File: src/rtl/bmm_feeder.sv
// ---------------------------------------------------------------------------
// bmm_feeder
//   Tile feeder for a blocked matrix multiply. On start it snapshots two
//   SIZE x SIZE matrices. It then presents one output tile pair per transfer,
//   walking the tiles in row-major order. Each tile pair is a BLOCK_SIZE-row
//   strip of A and a BLOCK_SIZE-column strip of B.
//
//   States:
//     state | meaning
//     IDLE  | waiting for start, outputs hold last tile, valid_out=0
//     SEND  | tile (bi,bj) presented with valid_out=1 until ready_in
//     GAP   | one bubble cycle between tiles (BMM_FEEDER_GAP_EN only)
//     FIN   | one-cycle done pulse, then back to IDLE
//
//   Build option:
//     BMM_FEEDER_GAP_EN  when defined, inserts one idle cycle (valid_out=0)
//                        after each accepted non-last tile. Otherwise tiles
//                        are presented back-to-back.
//
//   Ports:
//     clk        clock, rising edge
//     rst_n      asynchronous active-low reset
//     start      start a job (accepted only in IDLE)
//     mat_a      A[r][c] at [(r*SIZE+c)*DATA_WIDTH +: DATA_WIDTH]
//     mat_b      B[r][c] at [(r*SIZE+c)*DATA_WIDTH +: DATA_WIDTH]
//     ready_in   downstream accepts the current tile
//     A_rows     (i,j) at [(i*SIZE+j)*DW] = A[bi*BLOCK_SIZE+i][j]
//     B_cols     (j,i) at [(j*BLOCK_SIZE+i)*DW] = B[j][bj*BLOCK_SIZE+i]
//     valid_out  tile pair valid
//     tile_row   current bi
//     tile_col   current bj
//     busy       high outside IDLE
//     done       one-cycle pulse at the end of a job
// ---------------------------------------------------------------------------
module bmm_feeder #(
  parameter int BLOCK_SIZE = 2,
  parameter int DATA_WIDTH = 4,
  parameter int SIZE       = 4,
  localparam int NB        = SIZE / BLOCK_SIZE,
  localparam int TW        = (NB > 1) ? $clog2(NB) : 1,
  localparam int MW        = SIZE * SIZE * DATA_WIDTH,
  localparam int TILE_W    = BLOCK_SIZE * SIZE * DATA_WIDTH
) (
  input  logic              clk,
  input  logic              rst_n,
  input  logic              start,
  input  logic [MW-1:0]     mat_a,
  input  logic [MW-1:0]     mat_b,
  input  logic              ready_in,
  output logic [TILE_W-1:0] A_rows,
  output logic [TILE_W-1:0] B_cols,
  output logic              valid_out,
  output logic [TW-1:0]     tile_row,
  output logic [TW-1:0]     tile_col,
  output logic              busy,
  output logic              done
);

  localparam logic [1:0] S_IDLE = 2'd0;
  localparam logic [1:0] S_SEND = 2'd1;
  localparam logic [1:0] S_GAP  = 2'd2;
  localparam logic [1:0] S_FIN  = 2'd3;

  localparam logic [TW-1:0] LAST_IDX = TW'(NB - 1);

  // Rows bi*BLOCK_SIZE .. +BLOCK_SIZE-1 of A are contiguous in the flat vector.
  function automatic logic [TILE_W-1:0] rows_of(input logic [MW-1:0] m,
                                                input logic [TW-1:0] bi);
    rows_of = m[int'(bi) * TILE_W +: TILE_W];
  endfunction

  function automatic logic [TILE_W-1:0] cols_of(input logic [MW-1:0] m,
                                                input logic [TW-1:0] bj);
    logic [TILE_W-1:0] c;
    c = '0;
    for (int j = 0; j < SIZE; j++) begin
      for (int i = 0; i < BLOCK_SIZE; i++) begin
        c[(j * BLOCK_SIZE + i) * DATA_WIDTH +: DATA_WIDTH] =
          m[(j * SIZE + int'(bj) * BLOCK_SIZE + i) * DATA_WIDTH +: DATA_WIDTH];
      end
    end
    cols_of = c;
  endfunction

  logic [1:0]        state_q, state_d;
  logic [TW-1:0]     bi_q, bi_d;
  logic [TW-1:0]     bj_q, bj_d;
  logic [MW-1:0]     mat_a_q, mat_a_d;
  logic [MW-1:0]     mat_b_q, mat_b_d;
  logic [TILE_W-1:0] a_rows_q, a_rows_d;
  logic [TILE_W-1:0] b_cols_q, b_cols_d;
  logic              valid_q, busy_q, done_q;

  always_comb begin
    state_d = state_q;
    bi_d    = bi_q;
    bj_d    = bj_q;
    mat_a_d = mat_a_q;
    mat_b_d = mat_b_q;
    case (state_q)
      S_IDLE: begin
        if (start) begin
          mat_a_d = mat_a;
          mat_b_d = mat_b;
          bi_d    = '0;
          bj_d    = '0;
          state_d = S_SEND;
        end
      end
      S_SEND: begin
        if (ready_in) begin
          if (bi_q == LAST_IDX && bj_q == LAST_IDX) begin
            state_d = S_FIN;
          end else begin
            if (bj_q == LAST_IDX) begin
              bj_d = '0;
              bi_d = bi_q + 1'b1;
            end else begin
              bj_d = bj_q + 1'b1;
            end
`ifdef BMM_FEEDER_GAP_EN
            state_d = S_GAP;
`else
            state_d = S_SEND;
`endif
          end
        end
      end
      S_GAP:   state_d = S_SEND;
      S_FIN:   state_d = S_IDLE;
      default: state_d = S_IDLE;
    endcase
    // Tile data is precomputed from next-state indices so every output is a flop.
    a_rows_d = rows_of(mat_a_d, bi_d);
    b_cols_d = cols_of(mat_b_d, bj_d);
  end

  always_ff @(posedge clk or negedge rst_n) begin
    if (!rst_n) begin
      state_q  <= S_IDLE;
      bi_q     <= '0;
      bj_q     <= '0;
      mat_a_q  <= '0;
      mat_b_q  <= '0;
      a_rows_q <= '0;
      b_cols_q <= '0;
      valid_q  <= 1'b0;
      busy_q   <= 1'b0;
      done_q   <= 1'b0;
    end else begin
      state_q  <= state_d;
      bi_q     <= bi_d;
      bj_q     <= bj_d;
      mat_a_q  <= mat_a_d;
      mat_b_q  <= mat_b_d;
      a_rows_q <= a_rows_d;
      b_cols_q <= b_cols_d;
      valid_q  <= (state_d == S_SEND);
      busy_q   <= (state_d != S_IDLE);
      done_q   <= (state_d == S_FIN);
    end
  end

  assign A_rows    = a_rows_q;
  assign B_cols    = b_cols_q;
  assign valid_out = valid_q;
  assign tile_row  = bi_q;
  assign tile_col  = bj_q;
  assign busy      = busy_q;
  assign done      = done_q;

endmodule

File: config.mk
export PLATFORM = sky130hd
export DESIGN_NAME = bmm_feeder
export DESIGN_NICKNAME = d
export VERILOG_FILES = /design/src/rtl/bmm_feeder.sv
export SDC_FILE = /design/constraint.sdc
export NUM_CORES = 1
export LEC_CHECK = 0
export CORE_ASPECT_RATIO = 1.25
export CORE_UTILIZATION = 51
export CTS_BUF_LIST = sky130_fd_sc_hd__clkbuf_8
export DETAILED_ROUTE_END_ITERATION = 10
export PLACE_DENSITY = 0.82
export SYNTH_ARGS = -nofsm -noshare
export SYNTH_HDL_FRONTEND = slang
export SYNTH_SLANG_ARGS = --single-unit
File: constraint.sdc
create_clock -name clk -period 2.2 [get_ports clk]
set_input_delay 0.33 -clock clk [delete_from_list [all_inputs] [get_ports clk]]
set_output_delay 0.33 -clock clk [all_outputs]
set_load 0.05 [all_outputs]
==> flow_metrics.py <==
metrics = {
    "cts": {
        "cts_setup_buffers": 0,
        "numCtsBuffers": 17,
        "clk_pin_slew_ps": 90,
        "cts_root_buffer": "clkbuf_8",
        "clkSinkCount": 199,
        "h-tree-depth": 4,
        "tritoncts": "yes",
        "clkLatencyLatePin_ps": 470,
        "cts_buffer_depth": 2,
    },
    "route": {
        "vias_per_cell": 5.222,
        "drtAntennaViolNets": 0,
        "dr.pass1.iters": 4,
        "drt_iter0_drc": 396,
        "routedWlPerCell_um": 16.11,
        "dr_total_vias": 5958,
        "routed_wl_mm": 18.38,
        "drc": 0,
    },
    "die": {
        "ios": 201,
        "initial_core_util_pct": 52.83,
        "die_h_um": 144.9,
        "core_area_um2": 15760,
        "dieWidth_um": 116.3,
        "die_area_um2": 16850,
        "rows": 51,
    },
    "sta": {
        "clock.fmax_ghz": 0.4702,
        "tns_ps": 0,
        "fin_skew_ps": 12.86,
        "hold_viol_final": 0,
        "rsz0062_at_grt": "no",
        "maxSlewHeadroom_pct": 60.62,
        "fin_crit_ps": 2127,
        "maxSlewViolCount": 0,
        "fin_crit_sh_pct": 96.68,
        "tightest_slew_ps": 588.8,
        "setup_viol": 0,
    },
    "layout": {
        "post-route-util_pct": 70.60,
        "area_growth_syn_to_layout_pct": 33.64,
        "layout.nets": 1050,
        "antenna_cells": 0,
        "nFillCells": 1142,
        "drive_gt1_share_pct": 12.06,
    },
    "worst_hold_path": {
        "holdCritStartpoint": "mat_b[5]",
        "holdCritPathClass": "in -> reg",
    },
    "worst_setup_path": {
        "r2r-start": "state_q[1]$_DFF_PN0_",
        "criticalPathCategory": "reg -> out",
        "crit_path_top_delay_cell": "clkdlybuf4s50_1",
        "crit_family": "buffers and inverters",
        "critical_path.max_fanout": 5,
        "endpoint_kind": "primary output",
        "max_stage_delay_ps": 860,
        "crit_path_start_kind": "register",
        "required_ps": 1870,
        "worstPathArrival_ps": 1800,
        "path_cells": "clkdlybuf4s50_1",
        "critPathBufInv": 1,
    },
    "synth": {
        "seq_area_frac_synth_pct": 59.80,
        "synthXorXnorAreaFrac_pct": 0,
        "syn_nets": 848,
        "yosysTopAreaCell": "dfrtp_1",
        "synthAdderAreaFrac_pct": 0.3005,
        "synth_cell_type_count": 25,
        "synthArstFlopShare_pct": 100.0,
        "synth_top_family_by_area": "simple AND/OR/NAND/NOR gates",
        "synth-simple-area-share_pct": 18.23,
        "yosysMostFrequentCell": "nand2_1",
        "muxShareOfSynthArea_pct": 17.97,
        "synth_compound_area_share_pct": 0.8114,
        "avgSynthCellArea_um2": 11.66,
        "synth_top_cell_area_share_pct": 59.80,
        "syn-cell-area_um2": 8327,
        "synth.area.top_cells": "dfrtp_1 60%, nand2_1 17%, mux4_2 14%, mux4_1 3.8%, buf_2 2.0%",
        "synth_seq_cells": 199,
        "synth_edf_count": 0,
        "ys_warn_count": 0,
        "synth_flop_cell": "dfrtp_1",
        "synthTopCellsByCount": "386 x nand2_1, 199 x dfrtp_1, 52 x mux4_2",
        "synthCells": 714,
    },
    "power": {
        "seqPwrFrac_pct": 37.9,
        "ir_drop_mv": 0.8534,
        "sw_frac_of_total_pct": 39.32,
        "p_leak_nw": 5.274,
        "internal_power_mw": 9.894,
        "p_sw_mw": 6.411,
        "clkPwrFrac_pct": 14.9,
        "combPwrFrac_pct": 47.2,
        "power_density_nw_per_um2": 1465,
    },
    "grt": {
        "grt_usage_pct": 23.79,
        "grt_overflow_total": 0,
        "grt_pass1_vias": 6214,
        "antenna_found_initial": 0,
        "grt_max_degree": 67,
        "grt_pass1_wl_mm": 29.93,
    },
    "outcome": {
        "status": "finished, final reports clean",
    },
    "placed_design": {
        "dp_hpwl_mm": 13.16,
        "portBuffers": 200,
        "place_congestion": 0.7602,
    },
    "run": {
        "cap_violations": 0,
    },
}
kinds of logic (layout without fill, tap and decap cells):
group	Yosys count	after routing
adder cells (fa/ha/maj)	2	2
AO/OA/AOI/OAI	6	6
multiplexers	65	65
AND/OR/NAND/NOR	396	396
buffers and inverters	46	261
flip-flops	199	199
placed cells by master (no fill, tap or decap), drive strengths merged, types with 3 or more instances in the layout:
cell type,n
dfrtp,199
bufinv,3
clkbuf,21
clkdlybuf4s50,198
clkinv,5
mux4,64
nand2,386
buf,22
inv,8
power by group through the flow:
stage | clock network (mW) | logic (mW) | registers (mW)
global route | 2.63 | 8.27 | 6.37
floorplan | 0 | 3.31 | 8.12
detailed placement | 0 | 7.75 | 6.24
CTS | 2.51 | 7.78 | 6.19
global placement | 0 | 7.50 | 6.17
finish | 2.43 | 7.69 | 6.18
flip-flops by register name, indices dropped and copies added (netlist names), named ones only:
name and count:
A_rows 32, mat_b_q 64, mat_a_q 64, valid_out 1, state_q 2, done 1, busy 1, B_cols 32
tile_col 1
final cells by class:
type / count / area [µm²] / share of cell area [%]
Sequential cell: 199 / 4980 / 44.75
Multi-Input combinational cell: 469 / 3127 / 28.10
Timing Repair Buffer: 223 / 2308 / 20.74
Clock buffer: 20 / 275.3 / 2.474
Tap cell: 212 / 265.3 / 2.384
Clock inverter: 12 / 150.1 / 1.349
Inverter: 6 / 22.52 / 0.2024
worst paths after layout:
path | end | slack [ps] | depth (start not counted)
worst min-delay path | mat_b_q[5]$_DFF_PN0_ | 400 | 3
max in group asynchronous | mat_b_q[54]$_DFF_PN0_ | 1130 | 3
min in group asynchronous | mat_a_q[21]$_DFF_PN0_ | 410 | 2
worst max register to register | B_cols[3]$_DFF_PN0_ | 160 | 5
worst max-delay path | tile_row | 70 | 1
worst min register to register | mat_b_q[45]$_DFF_PN0_ | 480 | 2
stage by stage:
stage	power (mW)	setup slack (ps)	cell area, µm²	std cells	hold slack (ps)
floorplan	11.43	268.6	8327	714	34.41
global placement	13.67	63.83	10690	1108	370.9
detailed placement	13.99	16.93	10690	1108	369.7
CTS	16.48	17.26	11130	1141	368.0
global route	17.27	2.258	11130	1141	404.1
finish	16.31	73.08	11130	1141	401.2
tightest hold or removal path: stages:
cell             delay (ps)
clkdlybuf4s50_1         410
nand2_1                  60
nand2_1                  40
routing by layer:
layer	vias to the layer above	GRT usage, %	part of all wire [%]
li1	2743	-	-
met1	2987	29.62	39
met2	200	40.08	52
met3	28	5.456	6.2
met4	0	9.852	2.3
met5	-	0	0
what timing repair did:
action                                  in CTS  in global routing
endpoints found under the setup margin       0                  1
gates resized for setup                      0                  1
hold buffers                                 1                  0
endpoints found under the hold margin       61                  0
Power figures use the tool's default switching activity.
